## config.mk

```make
export PLATFORM = sky130hd
export DESIGN_NAME = led_mmio_periph_flat
export DESIGN_NICKNAME = d
export VERILOG_FILES = /design/src/rtl/led_mmio_periph_if.sv /design/src/rtl/led_mmio_periph.sv /design/src/flat_wrapper.sv
export SDC_FILE = /design/constraint.sdc
export NUM_CORES = 1
export LEC_CHECK = 0
export BUFFER_PORTS_ARGS = -buffer_cell sky130_fd_sc_hd__buf_2
export CORE_UTILIZATION = 35
export CTS_CLUSTER_SIZE = 14
export DETAILED_ROUTE_END_ITERATION = 12
export PLACE_DENSITY = 0.57
export SLEW_MARGIN = 40
export SYNTH_ARGS = -nofsm -noshare
export SYNTH_HDL_FRONTEND = slang
export SYNTH_SLANG_ARGS = --single-unit
```

## constraint.sdc

```tcl
create_clock -name clk -period 3.5 [get_ports clk]
set_clock_uncertainty 0.15 [all_clocks]
set_input_delay 0.7 -clock clk [delete_from_list [all_inputs] [get_ports clk]]
set_output_delay 0.7 -clock clk [all_outputs]
set_load 0.01 [all_outputs]
```

## src/rtl/led_mmio_periph_if.sv

```systemverilog
`default_nettype none
// ============================================================================
// Module   : led_mmio_periph_if
// Brief    : picorv32 native memory bus bundle for the LED peripheral.
// Revision : 1.0 - initial release
// ============================================================================
interface led_mmio_periph_if;
    logic        mem_valid;
    logic [31:0] mem_addr;
    logic [31:0] mem_wdata;
    logic [3:0]  mem_wstrb;
    logic        mem_ready;
    logic [31:0] mem_rdata;

    modport master (
        output mem_valid, mem_addr, mem_wdata, mem_wstrb,
        input  mem_ready, mem_rdata
    );

    modport slave (
        input  mem_valid, mem_addr, mem_wdata, mem_wstrb,
        output mem_ready, mem_rdata
    );
endinterface
`default_nettype wire

```

## src/rtl/led_mmio_periph.sv

```systemverilog
`default_nettype none
// ============================================================================
// Module   : led_mmio_periph
// Brief    : Memory-mapped LED register block with set/clear/toggle ports and
//            a hardware blink engine, one-wait-state picorv32 bus slave.
// Revision : 1.0 - initial release
// ============================================================================
module led_mmio_periph #(
    parameter logic [31:0]          BASE_ADDR  = 32'h1000_0000,
    parameter int                   NUM_LEDS   = 10,
    parameter int                   PERIOD_W   = 24,
    parameter logic [NUM_LEDS-1:0]  RESET_LEDS = '0
) (
    input  logic                clk,
    input  logic                resetn,
    led_mmio_periph_if.slave    bus,
    output logic [NUM_LEDS-1:0] ledr
);

    localparam logic [2:0] c_OFF_LED    = 3'd0;
    localparam logic [2:0] c_OFF_SET    = 3'd1;
    localparam logic [2:0] c_OFF_CLR    = 3'd2;
    localparam logic [2:0] c_OFF_TGL    = 3'd3;
    localparam logic [2:0] c_OFF_MASK   = 3'd4;
    localparam logic [2:0] c_OFF_PERIOD = 3'd5;
    localparam logic [2:0] c_OFF_STATUS = 3'd6;

    typedef enum logic [0:0] {
        S_IDLE = 1'b0,
        S_ACK  = 1'b1
    } state_t;

    state_t                r_state;
    state_t                w_state_nxt;
    logic [NUM_LEDS-1:0]   r_led;
    logic [NUM_LEDS-1:0]   r_mask;
    logic [PERIOD_W-1:0]   r_period;
    logic [PERIOD_W-1:0]   r_cnt;
    logic                  r_phase;

    logic                  w_sel;
    logic [2:0]            w_off;
    logic                  w_wr;
    logic [31:0]           w_wmask;
    logic [31:0]           w_op;
    logic [NUM_LEDS-1:0]   w_led_nxt;
    logic [NUM_LEDS-1:0]   w_mask_nxt;
    logic [PERIOD_W-1:0]   w_period_nxt;
    logic                  w_period_wr;
    logic [PERIOD_W-1:0]   w_period_m1;
    logic [31:0]           w_rdval;
    logic                  w_unused;

    assign w_sel       = bus.mem_valid && (bus.mem_addr[31:5] == BASE_ADDR[31:5]);
    assign w_off       = bus.mem_addr[4:2];
    assign w_wr        = (r_state == S_IDLE) && w_sel && (|bus.mem_wstrb);
    assign w_wmask     = {{8{bus.mem_wstrb[3]}}, {8{bus.mem_wstrb[2]}},
                          {8{bus.mem_wstrb[1]}}, {8{bus.mem_wstrb[0]}}};
    assign w_op        = bus.mem_wdata & w_wmask;
    assign w_period_m1 = r_period - PERIOD_W'(1);
    assign w_unused    = ^{bus.mem_addr[1:0], bus.mem_wdata};

    // Register write decode; only strobed bytes of the operand participate.
    always_comb begin
        w_led_nxt    = r_led;
        w_mask_nxt   = r_mask;
        w_period_nxt = r_period;
        w_period_wr  = 1'b0;
        if (w_wr) begin
            case (w_off)
                c_OFF_LED:    w_led_nxt  = (r_led & ~w_wmask[NUM_LEDS-1:0]) | w_op[NUM_LEDS-1:0];
                c_OFF_SET:    w_led_nxt  = r_led | w_op[NUM_LEDS-1:0];
                c_OFF_CLR:    w_led_nxt  = r_led & ~w_op[NUM_LEDS-1:0];
                c_OFF_TGL:    w_led_nxt  = r_led ^ w_op[NUM_LEDS-1:0];
                c_OFF_MASK:   w_mask_nxt = (r_mask & ~w_wmask[NUM_LEDS-1:0]) | w_op[NUM_LEDS-1:0];
                c_OFF_PERIOD: begin
                    w_period_nxt = (r_period & ~w_wmask[PERIOD_W-1:0]) | w_op[PERIOD_W-1:0];
                    w_period_wr  = 1'b1;
                end
                default: ;
            endcase
        end
    end

    always_comb begin
        w_rdval = '0;
        case (w_off)
            c_OFF_LED, c_OFF_SET,
            c_OFF_CLR, c_OFF_TGL: w_rdval = 32'(r_led);
            c_OFF_MASK:           w_rdval = 32'(r_mask);
            c_OFF_PERIOD:         w_rdval = 32'(r_period);
            c_OFF_STATUS:         w_rdval = {30'b0, |r_period, r_phase};
            default:              w_rdval = '0;
        endcase
    end

    always_ff @(posedge clk or negedge resetn) begin
        if (!resetn) begin
            r_state <= S_IDLE;
        end else begin
            r_state <= w_state_nxt;
        end
    end

    always_comb begin
        w_state_nxt   = r_state;
        bus.mem_ready = 1'b0;
        bus.mem_rdata = '0;
        case (r_state)
            S_IDLE: if (w_sel) w_state_nxt = S_ACK;
            S_ACK: begin
                bus.mem_ready = 1'b1;
                bus.mem_rdata = w_rdval;
                w_state_nxt   = S_IDLE;
            end
            default: w_state_nxt = S_IDLE;
        endcase
    end

    // A period write restarts the blink cycle from phase 0.
    always_ff @(posedge clk or negedge resetn) begin
        if (!resetn) begin
            r_led    <= RESET_LEDS;
            r_mask   <= '0;
            r_period <= '0;
            r_cnt    <= '0;
            r_phase  <= 1'b0;
        end else begin
            r_led    <= w_led_nxt;
            r_mask   <= w_mask_nxt;
            r_period <= w_period_nxt;
            if (w_period_wr || (r_period == '0)) begin
                r_cnt   <= '0;
                r_phase <= 1'b0;
            end else if (r_cnt == w_period_m1) begin
                r_cnt   <= '0;
                r_phase <= ~r_phase;
            end else begin
                r_cnt   <= r_cnt + PERIOD_W'(1);
            end
        end
    end

    assign ledr = r_led ^ (r_mask & {NUM_LEDS{r_phase}});

endmodule
`default_nettype wire

```

## src/flat_wrapper.sv

```systemverilog
// flat-port wrapper written by rule: the top's interface ports become plain ports
module led_mmio_periph_flat 
#(
    parameter logic [31:0]          BASE_ADDR  = 32'h1000_0000,
    parameter int                   NUM_LEDS   = 10,
    parameter int                   PERIOD_W   = 24,
    parameter logic [NUM_LEDS-1:0]  RESET_LEDS = '0
)
  (clk, resetn, ledr, bus_mem_valid, bus_mem_addr, bus_mem_wdata, bus_mem_wstrb, bus_mem_ready, bus_mem_rdata);
  led_mmio_periph_if bus_i ();
  input  logic clk;
  input  logic resetn;
  output logic [NUM_LEDS-1:0] ledr;
  input wire logic [$bits(bus_i.mem_valid)-1:0] bus_mem_valid;
  input wire logic [$bits(bus_i.mem_addr)-1:0] bus_mem_addr;
  input wire logic [$bits(bus_i.mem_wdata)-1:0] bus_mem_wdata;
  input wire logic [$bits(bus_i.mem_wstrb)-1:0] bus_mem_wstrb;
  output wire logic [$bits(bus_i.mem_ready)-1:0] bus_mem_ready;
  output wire logic [$bits(bus_i.mem_rdata)-1:0] bus_mem_rdata;
  assign bus_i.mem_valid = bus_mem_valid;
  assign bus_i.mem_addr = bus_mem_addr;
  assign bus_i.mem_wdata = bus_mem_wdata;
  assign bus_i.mem_wstrb = bus_mem_wstrb;
  assign bus_mem_ready = bus_i.mem_ready;
  assign bus_mem_rdata = bus_i.mem_rdata;
  led_mmio_periph #(.BASE_ADDR(BASE_ADDR), .NUM_LEDS(NUM_LEDS), .PERIOD_W(PERIOD_W), .RESET_LEDS(RESET_LEDS)) u_core (.clk(clk), .resetn(resetn), .bus(bus_i), .ledr(ledr));
endmodule
```

==> impl_metrics.csv <==
group,metric,value,unit
run_status,status,"completed",
global_routing,grt_util_all_layers,0.176,
timing,tightest_slew,726,ps
placed_design,portBuffers,95,
timing,max_freq,305,MHz
floorplanning,die_y,118,um
route,drtPass1Iterations,5,
worst_setup_path,path_cells,"or2_2 > nor4b_1 > nand3_1 > a31oi_1 > nand2_1 > o211a_1 > buf_2",
route,via_per_inst,5.05,
clock_network,cts_buffer_depth,2,
route,drtIter0Drc,202,
layout,antenna_cells,0,
hold_path,hold_class,"in2async",
layout,fillers,1318,
worst_setup_path,crit_fanout,5,
worst_setup_path,critPathTopFamily,"simple AND/OR/NAND/NOR gates",
logic_synthesis,synth_cells,509,
global_routing,grt_pass1_wl,19200,um
route,wire_per_inst,14.6,um
placed_design,gp_congestion,0.791,
logic_synthesis,ys_ff_latch,70,
floorplanning,dieArea,13900,um2
power_and_ir_drop,fin_total_pwr,1.72,mW
route,finalWirelength,11500,um
logic_synthesis,syn_area,4710,um2
worst_setup_path,crit_path_end_kind,"output pin",
timing,fin_crit_sh,0.936,
clock_network,cts-root-buf,"clkbuf_16",
power_and_ir_drop,power_density,304,nW/um2
timing,grt_setup_unrepaired,"false",
worst_setup_path,criticalPathCategory,"reg2out",
timing,setup_violations,0,
layout,regArea,1750,um2
logic_synthesis,ys_types,59,
clock_network,h-tree-depth,3,
worst_setup_path,worst_path_largest_cell_delay,550,ps
logic_synthesis,synthTopCellsByArea,"dfrtp_1 37%, mux2_2 8.1%, xnor2_1 7.6%, nand2_1 3.9%, xor2_1 3.9%",
floorplanning,fp.dieW,118,um
logic_synthesis,yosysTopAreaCellShare,0.372,
layout,multi_input_area,2780,um2
timing,fin_tns_setup,0,ps
clock_network,ctsHoldBuffers,0,
route,num_vias,3977,
logic_synthesis,syn_avg_cell_area,9.26,um2
floorplanning,row_count,42,
logic_synthesis,ys_seq_area_frac,0.372,
global_routing,gr-total-overflow,0,
power_and_ir_drop,ir_worst_vdd,229,uV
layout,drive_gt1_frac,0.281,
flow_run,drv_cap,0,
clock_network,clk_latency,340,ps
timing,final-hold-violation-count,0,
worst_setup_path,crit_required,2650,ps
global_routing,grt_antenna_before_repair,0,
floorplanning,start_util,0.357,
layout,area.growth.synth_to_final,20.4,%
worst_setup_path,r2r_setup_slack,440,ps
floorplanning,ios,114,
timing,drv_slew,0,
worst_setup_path,crit_buf_inv,1,
clock_network,clkTransAtPathRegs,50,ps
clock_network,cts.sinks,70,
route,ant_nets,0,
clock_network,cts_buffers,9,
floorplanning,core-area,13200,um2
logic_synthesis,synthArstFlopShare,1.00,
clock_network,post_cts.repair.setup_buffers,0,
logic_synthesis,synth_edf_count,0,
worst_setup_path,slowest_stage,"nor4b_1",
power_and_ir_drop,p_leak,2.70,nW
route,drcViolationCount,0,
timing,slew_headroom,0.512,
logic_synthesis,synth_top_area_cell,"dfrtp_1",
global_routing,grt_pass1_vias,3786,
clock_network,cts_tree,"yes",
logic_synthesis,yosysWarnings,0,
placed_design,hpwlAfterDp,8880,um
logic_synthesis,synthFlopType,"dfrtp_1",
clock_network,post_cts_resized,0,
layout,utilization,0.430,
global_routing,grt_max_degree,28,
worst_setup_path,critPathArrivalTime,2430,ps
timing,finalCriticalPeriod,3280,ps
worst_setup_path,startpoint_type,"register",
layout,nNetsFinal,693,
-- report_power, final --
part           switching, mW  internal, mW
sequential      0.0000000245         0.810
combinational         0.0638        0.0401
clock                  0.320         0.488
-- worst paths after layout --
path	startpoint	endpoint	cells past startpoint
max	register	bus_mem_rdata[1]	7
min	resetn	u_core.r_led[7]	1
max in group asynchronous	resetn	async pin	2
max reg2reg	register	u_core.r_phase	8
min in group clk	u_core.r_cnt[0]	u_core.r_cnt[0]	1
min reg2reg	u_core.r_cnt[0]	u_core.r_cnt[0]	1
-- logic make-up after synthesis --
group           synth area share
simple gates               0.223
compound gates             0.104
flops                      0.372
xor+xnor                   0.119
mux                        0.102
buf+inv                   0.0451
fa+ha+maj                 0.0345
other cells             0.000796
-- final cells by class --
type                       count  share of cell area
multi-input combinational    402               0.490
sequential                    70               0.309
timing repair buffer         111               0.107
clock buffer                  12              0.0435
tap                          176              0.0388
inverter                      15             0.00993
clock inverter                 2             0.00176
-- per-stage QoR --
step           instances  setup WS [ps]  instance area [um2]  hold WS, ps
6_report             788            224                 5670          240
5_1_grt              788           84.5                 5670          272
4_1_cts              788            186                 5670          257
3_5_place_dp         774            276                 5410          360
3_3_place_gp         774            288                 5410          357
2_1_floorplan        516            610                 4740          254
-- placed cells by master, fill, tap and decap left out, types with 2 or more instances in the layout --
cell	instances
o21ai_0	24
nor2b_1	3
or4_4	3
buf_4	15
a22o_1	10
nand2b_1	4
conb_1	8
a21oi_1	5
ha_1	13
mux2_2	34
or3b_2	2
clkbuf_16	9
and2_1	23
o211ai_1	7
o22ai_1	8
or3_1	6
buf_2	95
nand3_1	15
nor3_1	11
mux2i_1	10
inv_1	15
or4_1	3
o211a_1	3
nor4b_1	3
xor2_1	21
clkinv_2	2
a31oi_1	2
dfrtp_1	70
nand2_1	49
and3_1	3
nor4_1	10
clkbuf_1	2
nor2_1	44
xnor2_1	41
nand4_1	11
or2_2	2
-- per-layer routing --
metal,GRT usage,share of wire
met3,0.0431,0.038
met1,0.214,0.44
met4,0.0577,0.015
met5,0,0
met2,0.304,0.50
-- synthesized netlist by cell type (3+ instances only) --
| cell | count |
|---|---|
| mux2i_1 | 10 |
| nor2b_1 | 3 |
| and2_1 | 23 |
| clkbuf_1 | 16 |
| nand3_1 | 15 |
| o211ai_1 | 7 |
| a22o_1 | 10 |
| inv_1 | 15 |
| nand2_1 | 49 |
| nor2_1 | 44 |
| o211a_1 | 3 |
| or4_1 | 3 |
| o22ai_1 | 8 |
| mux2_2 | 34 |
| nand4_1 | 11 |
| o21ai_0 | 24 |
| and3_1 | 3 |
| nor3_1 | 11 |
| ha_1 | 13 |
| xor2_1 | 21 |
| buf_4 | 8 |
| a21oi_1 | 5 |
| nor4b_1 | 3 |
| nor4_1 | 10 |
| or3_1 | 6 |
| xnor2_1 | 41 |
| or4_4 | 3 |
| dfrtp_1 | 70 |
| nand2b_1 | 4 |
Note: power is estimated with default switching activity, not from simulation.
